$ cat src/rtl/mvm_pkg.sv
// Shared definitions for the matrix-vector multiply block.
// Contents:
//   mvm_state_e      - controller state encoding
//   mvm_aw()         - full-precision result width from element width and dimension
//   MVM_*_DEFAULT    - default values of the top-level parameters
package mvm_pkg;

    localparam int MVM_N_DEFAULT  = 4;
    localparam int MVM_P_DEFAULT  = 4;
    localparam int MVM_DW_DEFAULT = 8;

    typedef enum logic [2:0] {
        ST_IDLE   = 3'd0,
        ST_LOAD_X = 3'd1,
        ST_LOAD_A = 3'd2,
        ST_MAC    = 3'd3,
        ST_OUT    = 3'd4
    } mvm_state_e;

    // A sum of n products of two dw-bit signed values never exceeds this width.
    function automatic int mvm_aw(input int dw, input int n);
        return (2 * dw) + $clog2(n);
    endfunction

endpackage

$ cat src/rtl/mvm_dot_lane.sv
// P-wide signed dot-product lane: P multipliers, one product register stage,
// then a combinational sum of the sign-extended products.
// Ports:
//   clk, reset  - clock, synchronous active-low reset
//   a_i, x_i    - P signed DW-bit operand pairs
//   psum_o      - signed AW-bit sum of the products presented one cycle earlier
module mvm_dot_lane
    import mvm_pkg::*;
#(
    parameter int P  = MVM_P_DEFAULT,
    parameter int DW = MVM_DW_DEFAULT,
    parameter int AW = mvm_aw(MVM_DW_DEFAULT, MVM_N_DEFAULT)
) (
    input  logic                 clk,
    input  logic                 reset,
    input  logic signed [DW-1:0] a_i [P],
    input  logic signed [DW-1:0] x_i [P],
    output logic signed [AW-1:0] psum_o
);

    logic signed [2*DW-1:0] prod_d [P];
    logic signed [2*DW-1:0] prod_q [P];

    // Signed products; operands are both signed so the multiply is signed.
    always_comb begin
        for (int k = 0; k < P; k++) begin
            prod_d[k] = a_i[k] * x_i[k];
        end
    end

    // Product pipeline register.
    always_ff @(posedge clk) begin
        if (!reset) begin
            for (int k = 0; k < P; k++) begin
                prod_q[k] <= '0;
            end
        end else begin
            prod_q <= prod_d;
        end
    end

    // Sum of products, each sign-extended to the full result width first.
    always_comb begin
        psum_o = '0;
        for (int k = 0; k < P; k++) begin
            psum_o = psum_o + {{(AW - 2*DW){prod_q[k][2*DW-1]}}, prod_q[k]};
        end
    end

endmodule

$ cat src/rtl/mvm_param.sv
// Streaming matrix-vector multiplier y = A * x with P parallel MAC lanes.
// Ports:
//   clk, reset        - clock, synchronous active-low reset
//   start             - begin a job (honoured only in IDLE, not in the done cycle)
//   s_valid/s_ready   - input handshake; s_data carries x[0..N-1] then A row-major
//   m_valid/m_ready   - output handshake; m_data carries y[0..N-1] in order
//   done              - one-cycle pulse after the y[N-1] handshake
// N must be at least 2 and divisible by P.
module mvm_param
    import mvm_pkg::*;
#(
    parameter int N  = MVM_N_DEFAULT,
    parameter int P  = MVM_P_DEFAULT,
    parameter int DW = MVM_DW_DEFAULT,
    localparam int AW = mvm_aw(DW, N)
) (
    input  logic                 clk,
    input  logic                 reset,
    input  logic                 start,
    input  logic                 s_valid,
    output logic                 s_ready,
    input  logic signed [DW-1:0] s_data,
    output logic                 m_valid,
    input  logic                 m_ready,
    output logic signed [AW-1:0] m_data,
    output logic                 done
);

    localparam int CPR = N / P;                       // chunks per row
    localparam int NCH = (N * N) / P;                 // chunks per matrix
    localparam int XW  = $clog2(N);
    localparam int IW  = $clog2(N * N);
    localparam int CW  = (CPR > 1) ? $clog2(CPR) : 1;
    localparam int MW  = $clog2(NCH + 2);

    mvm_state_e        state_q, state_d;
    logic              s_ready_q, s_ready_d;
    logic              m_valid_q, m_valid_d;
    logic signed [AW-1:0] m_data_q, m_data_d;
    logic              done_q, done_d;
    logic [IW-1:0]     ld_cnt_q, ld_cnt_d;
    logic [MW-1:0]     mac_cnt_q, mac_cnt_d;
    logic [CW-1:0]     rd_col_q, rd_col_d, wr_col_q, wr_col_d;
    logic [XW-1:0]     rd_row_q, rd_row_d, wr_row_q, wr_row_d;
    logic [XW-1:0]     out_idx_q, out_idx_d;
    logic signed [AW-1:0] acc_q, acc_d;

    logic signed [DW-1:0] x_mem  [N];
    logic signed [DW-1:0] a_mem  [N*N];
    logic signed [AW-1:0] y_mem  [N];
    logic signed [DW-1:0] x_rd_q [P];
    logic signed [DW-1:0] a_rd_q [P];
    logic [XW-1:0]        x_idx_s [P];
    logic [IW-1:0]        a_idx_s [P];

    logic                 s_acc_s, m_hs_s, issue_s, accum_s;
    logic                 wr_first_s, wr_last_s;
    logic signed [AW-1:0] psum_s, acc_sum_s;

    assign s_ready = s_ready_q;
    assign m_valid = m_valid_q;
    assign m_data  = m_data_q;
    assign done    = done_q;

    // Handshakes and MAC pipeline qualifiers. Issue runs for NCH cycles; the
    // lane output for a chunk appears two cycles after its address was issued.
    always_comb begin
        s_acc_s    = s_valid && s_ready_q;
        m_hs_s     = m_valid_q && m_ready;
        issue_s    = (state_q == ST_MAC) && (mac_cnt_q < MW'(NCH));
        accum_s    = (state_q == ST_MAC) && (mac_cnt_q >= MW'(2));
        wr_first_s = (wr_col_q == '0);
        wr_last_s  = (wr_col_q == CW'(CPR - 1));
        acc_sum_s  = (wr_first_s ? '0 : acc_q) + psum_s;
    end

    // Read addresses for the P consecutive elements of the current chunk.
    always_comb begin
        for (int k = 0; k < P; k++) begin
            x_idx_s[k] = XW'(int'(rd_col_q) * P + k);
            a_idx_s[k] = IW'(int'(rd_row_q) * N + int'(rd_col_q) * P + k);
        end
    end

    // Operand memories: write on accepted beats, P registered read ports each.
    always_ff @(posedge clk) begin
        if (s_acc_s && (state_q == ST_LOAD_X)) begin
            x_mem[XW'(ld_cnt_q)] <= s_data;
        end
        if (s_acc_s && (state_q == ST_LOAD_A)) begin
            a_mem[ld_cnt_q] <= s_data;
        end
        for (int k = 0; k < P; k++) begin
            x_rd_q[k] <= x_mem[x_idx_s[k]];
            a_rd_q[k] <= a_mem[a_idx_s[k]];
        end
    end

    // Result buffer: a row is complete when its last chunk is accumulated.
    always_ff @(posedge clk) begin
        if (accum_s && wr_last_s) begin
            y_mem[wr_row_q] <= acc_sum_s;
        end
    end

    mvm_dot_lane #(
        .P  (P),
        .DW (DW),
        .AW (AW)
    ) u_lane (
        .clk    (clk),
        .reset  (reset),
        .a_i    (a_rd_q),
        .x_i    (x_rd_q),
        .psum_o (psum_s)
    );

    // Next state, counters, accumulator and output register inputs.
    always_comb begin
        state_d   = state_q;
        ld_cnt_d  = '0;
        mac_cnt_d = '0;
        rd_col_d  = '0;
        rd_row_d  = '0;
        wr_col_d  = '0;
        wr_row_d  = '0;
        acc_d     = '0;
        out_idx_d = '0;
        m_data_d  = '0;

        case (state_q)
            ST_IDLE: begin
                // done_q high means this is the done cycle: start is ignored.
                if (start && !done_q) begin
                    state_d = ST_LOAD_X;
                end else begin
                    state_d = ST_IDLE;
                end
            end
            ST_LOAD_X: begin
                if (s_acc_s) begin
                    if (ld_cnt_q == IW'(N - 1)) begin
                        state_d = ST_LOAD_A;
                    end else begin
                        ld_cnt_d = ld_cnt_q + IW'(1);
                    end
                end else begin
                    ld_cnt_d = ld_cnt_q;
                end
            end
            ST_LOAD_A: begin
                if (s_acc_s) begin
                    if (ld_cnt_q == IW'(N * N - 1)) begin
                        state_d = ST_MAC;
                    end else begin
                        ld_cnt_d = ld_cnt_q + IW'(1);
                    end
                end else begin
                    ld_cnt_d = ld_cnt_q;
                end
            end
            ST_MAC: begin
                mac_cnt_d = mac_cnt_q + MW'(1);
                if (issue_s) begin
                    if (rd_col_q == CW'(CPR - 1)) begin
                        rd_col_d = '0;
                        rd_row_d = rd_row_q + XW'(1);
                    end else begin
                        rd_col_d = rd_col_q + CW'(1);
                        rd_row_d = rd_row_q;
                    end
                end else begin
                    rd_col_d = rd_col_q;
                    rd_row_d = rd_row_q;
                end
                if (accum_s) begin
                    acc_d = acc_sum_s;
                    if (wr_last_s) begin
                        wr_col_d = '0;
                        wr_row_d = wr_row_q + XW'(1);
                    end else begin
                        wr_col_d = wr_col_q + CW'(1);
                        wr_row_d = wr_row_q;
                    end
                end else begin
                    acc_d    = acc_q;
                    wr_col_d = wr_col_q;
                    wr_row_d = wr_row_q;
                end
                // The last chunk is accumulated and written in cycle NCH+1.
                if (mac_cnt_q == MW'(NCH + 1)) begin
                    state_d = ST_OUT;
                end else begin
                    state_d = ST_MAC;
                end
            end
            ST_OUT: begin
                if (m_hs_s) begin
                    out_idx_d = out_idx_q + XW'(1);
                    if (out_idx_q == XW'(N - 1)) begin
                        state_d = ST_IDLE;
                    end else begin
                        state_d = ST_OUT;
                    end
                end else begin
                    out_idx_d = out_idx_q;
                end
            end
            default: begin
                state_d = ST_IDLE;
            end
        endcase

        // y[0] is written well before the last row, so no bypass is needed
        // when entering OUT (N >= 2).
        if (state_d == ST_OUT) begin
            if ((state_q != ST_OUT) || m_hs_s) begin
                m_data_d = y_mem[out_idx_d];
            end else begin
                m_data_d = m_data_q;
            end
        end else begin
            m_data_d = '0;
        end

        s_ready_d = (state_d == ST_LOAD_X) || (state_d == ST_LOAD_A);
        m_valid_d = (state_d == ST_OUT);
        done_d    = (state_q == ST_OUT) && m_hs_s && (out_idx_q == XW'(N - 1));
    end

    // Control and output registers.
    always_ff @(posedge clk) begin
        if (!reset) begin
            state_q   <= ST_IDLE;
            s_ready_q <= 1'b0;
            m_valid_q <= 1'b0;
            m_data_q  <= '0;
            done_q    <= 1'b0;
            ld_cnt_q  <= '0;
            mac_cnt_q <= '0;
            rd_col_q  <= '0;
            rd_row_q  <= '0;
            wr_col_q  <= '0;
            wr_row_q  <= '0;
            out_idx_q <= '0;
            acc_q     <= '0;
        end else begin
            state_q   <= state_d;
            s_ready_q <= s_ready_d;
            m_valid_q <= m_valid_d;
            m_data_q  <= m_data_d;
            done_q    <= done_d;
            ld_cnt_q  <= ld_cnt_d;
            mac_cnt_q <= mac_cnt_d;
            rd_col_q  <= rd_col_d;
            rd_row_q  <= rd_row_d;
            wr_col_q  <= wr_col_d;
            wr_row_q  <= wr_row_d;
            out_idx_q <= out_idx_d;
            acc_q     <= acc_d;
        end
    end

endmodule

$ cat config.mk
export PLATFORM = sky130hd
export DESIGN_NAME = mvm_param
export DESIGN_NICKNAME = d
export VERILOG_FILES = /design/src/rtl/mvm_pkg.sv /design/src/rtl/mvm_dot_lane.sv /design/src/rtl/mvm_param.sv
export SDC_FILE = /design/constraint.sdc
export NUM_CORES = 1
export LEC_CHECK = 0
export ABC_AREA = 1
export ABC_CLOCK_PERIOD_IN_PS = 4830
export CAP_MARGIN = 20
export CELL_PAD_IN_SITES_DETAIL_PLACEMENT = 1
export CELL_PAD_IN_SITES_GLOBAL_PLACEMENT = 1
export CORE_MARGIN = 8
export CORE_UTILIZATION = 30
export CTS_CLUSTER_DIAMETER = 60
export DETAILED_ROUTE_END_ITERATION = 6
export DONT_BUFFER_PORTS = 1
export PLACE_DENSITY = 0.55
export SYNTH_ARGS = -nofsm -noshare
export SYNTH_HDL_FRONTEND = slang
export SYNTH_SLANG_ARGS = --single-unit
$ cat constraint.sdc
create_clock -name clk -period 4.83 [get_ports clk]
set_clock_uncertainty 0.05 [all_clocks]
set_input_delay 0.966 -clock clk [delete_from_list [all_inputs] [get_ports clk]]
set_output_delay 0.966 -clock clk [all_outputs]
set_load 0.01 [all_outputs]
==> out/results.txt <==
The sum of negative setup slack is 0 ns. The power share of the clock group was 42.7%. The die boundary height came out at 311.8 µm. Setup repair after global routing left no endpoint under its margin.

Synthesis handed over a netlist of 2960 instances. For the final count of pins violating max slew, the log shows 0. The post-synthesis to final-layout area growth was 10.44%.

The library cell used most frequently in the layout, excluding fill and tap cells, is sky130_fd_sc_hd__inv_1. The flip-flop cell with the highest count after synthesis is sky130_fd_sc_hd__edfxtp_1. In the final design database the tool counted 3351 nets. Net switching is 26.22% of the power. The worst setup path is captured at a register. For this run, the number of standard cells in the final layout without fillers is 4120.

The tools report the fmax as 227.9 MHz. The initial antenna violation count came out at 4. The share of synthesized area in the top cell type comes to 26.54%.

The detailed-route wire length per cell works out to 15.78 µm. The run gives 795 as the number of violations reported at the end of detailed-routing iteration 0. After synthesis the cells add up to 0.02625 mm². The share of the clock period used by the worst path after layout came out at 90.85%. Once the clock tree was built, the resizer swapped 0 gates to a different size.

The final count of hold timing violations was 0. The logs give 0 for the number of buffers added to fix hold violations after cts and 108 for the number of placement rows. The post-detailed-placement half-perimeter wirelength is 51360 µm, and the synthesized area per cell is 8.870 µm².

The H-tree generated during clock tree synthesis spans 2 levels. The weighted congestion at the end of routability-driven global placement was 0.7944; the slew of the pin with the lowest slew margin was 0.9581 ns. The net count after synthesis is 3388. The buffer type at the clock tree root was sky130_fd_sc_hd__clkbuf_16. During I/O placement, the number of pins put on the boundary was 34. The floorplan core area is 0.08675 mm².

After detailed routing, the total wire length is 65030 µm. Sort of element at the start of the critical path: a register. In this run the tightest slew margin relative to its limit is 35.89%. The run gives 0 as the setup-violating endpoint count in the final report. The logs give 0.4469 ns for the worst setup slack before clock tree synthesis and 0 for the number of remaining DRC errors. The logs give 39.12% for the sequential element share of the synthesized area and 0 for the number of max-cap violations. Before antenna repair, the detailed router went through 5 iterations. After synthesis, the cell types taking the most area are sky130_fd_sc_hd__edfxtp_1 (27%), sky130_fd_sc_hd__fa_1 (18%), sky130_fd_sc_hd__dfxtp_1 (13%). The count of buffers added on input and output ports is 0. Counting flops with a built-in enable in the synthesized netlist gives 232. Clock-pin slew was measured on the worst setup and hold paths at 0.06 ns.

The logs give 0 for the buffers inserted during post-CTS setup optimization and 0.59 ns for the insertion delay of the later-clocked pin in the worst-skew pair. For this run, the number of Yosys warnings is 0. Counting distinct cell types in the post-synthesis netlist gives 40. In the synthesized netlist the async set-or-reset flop fraction comes to 0%. The tools report the maximum number of pins on one net before global-route repair as 67.

For the via count of the first global-routing pass, the log shows 19760. The run gives 105900 µm as the wire length of the first global-routing pass. In the routed layout, each cell is associated on average with a via count of 4.382. Across every metal layer, demand over resource in global routing totals 13.36%. Once layout is complete, the utilization of the core stands at 33.42%. For this run the aggregate overflow at the end of global routing stands at 0. For the total clock sinks, the log shows 397. In this run the static leakage power is 14.61 nW. Summed over all instances, the cell type with the most area after synthesis is sky130_fd_sc_hd__edfxtp_1. In the layout the commonest cells are sky130_fd_sc_hd__inv_1 (716), sky130_fd_sc_hd__nand2_1 (608), sky130_fd_sc_hd__fa_1 (238).

The final critical delay including setup and external delays was 4.388 ns; the die width was 311.8 µm. The run finished with clean final reports. The worst setup slack after layout is 0.4417 ns, and the number of flip-flops and latches in the synthesized netlist is 397.

The area of all placed cells without fillers was 0.02899 mm². The fraction of power consumed by sequential logic is 45.1%. The largest vdd supply drop is 0.0002254 V. For the total power after layout, the log shows 8.334 mW. For this configuration, the core starts out at a cell density of 30.26%.

The die covers 0.09723 mm². The setup path with the least slack is of type register to register. The run gives 5.24 ns as the data required time of the worst path. TritonCTS built the clock tree. The logs give 49 for the number of clock buffers inserted by TritonCTS and 3 for the maximum count of clock buffers along a single path. Power spread over the standard cell area amounts to 287.4 mW/mm². The net switching component of the power was 2.185 mW.

The number of placed instances, taps included, is 4027. The logs give 4.80 ns for the data arrival time at the worst-slack endpoint and 0 for the final antenna-violating net count. The design internal power was 6.149 mW; the number of vias in the routed layout was 18050. The worst hold path belongs to the class register to register. In this run the worst path has a maximum fanout of 8.

Cells with a size suffix above 1 make up 3.846% of the layout. The placed instances occupy a cell area of 0.02739 mm². The run gives 0.2836 ns as the worst hold slack. Combinational cells account for 12.2% of the total power.
==> Yosys cell counts (2+ instances only) <==
cell	instances
sky130_fd_sc_hd__inv_1	717
sky130_fd_sc_hd__nand2_1	608
sky130_fd_sc_hd__fa_1	238
sky130_fd_sc_hd__nor2_1	236
sky130_fd_sc_hd__edfxtp_1	232
sky130_fd_sc_hd__ha_1	177
sky130_fd_sc_hd__dfxtp_1	165
sky130_fd_sc_hd__nand3_1	118
sky130_fd_sc_hd__o21ai_0	117
sky130_fd_sc_hd__a21oi_1	99
sky130_fd_sc_hd__clkbuf_1	82
sky130_fd_sc_hd__o22ai_1	32
sky130_fd_sc_hd__xor2_1	21
sky130_fd_sc_hd__o21ai_1	15
sky130_fd_sc_hd__xnor2_1	15
sky130_fd_sc_hd__or2_2	12
sky130_fd_sc_hd__buf_2	11
sky130_fd_sc_hd__a21o_1	7
sky130_fd_sc_hd__o21a_1	7
sky130_fd_sc_hd__nand3b_1	6
sky130_fd_sc_hd__nor3_1	6
sky130_fd_sc_hd__buf_6	5
sky130_fd_sc_hd__clkinv_1	5
sky130_fd_sc_hd__nand4_1	4
sky130_fd_sc_hd__a31oi_1	3
sky130_fd_sc_hd__buf_1	3
sky130_fd_sc_hd__o21bai_1	3
sky130_fd_sc_hd__a21boi_0	2
sky130_fd_sc_hd__and2_1	2
sky130_fd_sc_hd__inv_2	2
==> critical path, cell delays in order (launching register included) <==
cell                      delay, ns
sky130_fd_sc_hd__dfxtp_1       0.48
sky130_fd_sc_hd__nand2_1       0.21
sky130_fd_sc_hd__fa_1          0.73
sky130_fd_sc_hd__inv_1         0.13
sky130_fd_sc_hd__fa_1          0.51
sky130_fd_sc_hd__inv_1         0.06
sky130_fd_sc_hd__fa_1          0.48
sky130_fd_sc_hd__fa_1          0.54
sky130_fd_sc_hd__inv_1         0.04
sky130_fd_sc_hd__ha_1          0.33
sky130_fd_sc_hd__nand2_1       0.11
sky130_fd_sc_hd__inv_1         0.05
sky130_fd_sc_hd__a21oi_1       0.13
sky130_fd_sc_hd__nand2_1       0.06
sky130_fd_sc_hd__nor2_1        0.14
sky130_fd_sc_hd__nand3_1       0.10
sky130_fd_sc_hd__nand2_1       0.06
sky130_fd_sc_hd__nor2_1        0.04
==> cell type report <==
cell class / instances / area, µm²
multi-input cells: 1737 / 12830
clock buffers: 65 / 1368
diodes: 1 / 2.502
flip-flops and latches: 397 / 10270
well taps: 1155 / 1445
clock inverters: 27 / 236.5
fillers: 10180 / 57760
inverters: 725 / 2724
repair buffers: 13 / 117.6
==> final timing paths <==
check / start / endpoint / slack (ns) / depth (start not counted)
setup / recovery: x_rd_q[10] / u_lane.prod_q[31] / 0.44 / 17
hold / removal: x_mem[0][7] / x_rd_q[31] / 0.28 / 0
setup reg to reg: x_rd_q[10] / u_lane.prod_q[31] / 0.44 / 17
hold reg to reg: x_mem[0][7] / x_rd_q[31] / 0.28 / 0
==> registers in the layout, summed over array words and instances, names as in the netlist, 4 cells and up <==
name,count
a_mem,128
a_rd_q,32
ld_cnt_q,4
m_data,18
u_lane.prod_q,64
x_mem,32
x_rd_q,32
y_mem,72
==> power groups by stage <==
stage	sequential (mW)	clock, mW	combinational, mW
global placement	3.83	0	1.01
global route	3.76	3.79	1.18
CTS	3.76	3.68	1.05
detailed placement	3.83	0	1.04
floorplan	3.81	0	0.745
finish	3.76	3.56	1.02
==> layer usage <==
layer,share of wire (%),track usage (%)
met5,0.018,0
met4,1.6,2.663
met3,3.4,2.131
met2,47,22.93
met1,48,17.77
==> logic make-up (layout without fill, tap and decap cells) <==
group,Yosys count,count (layout),synth area share (%)
AO/OA/AOI/OAI,286,286,5.809
XOR/XNOR,36,36,1.201
adder cells (fa/ha/maj),415,415,26.58
buffers and inverters,826,830,12.01
flip-flops,397,397,39.12
other,0,1,0
AND/OR/NAND/NOR,1000,1000,15.27
Note: power is estimated with default switching activity, not from simulation.
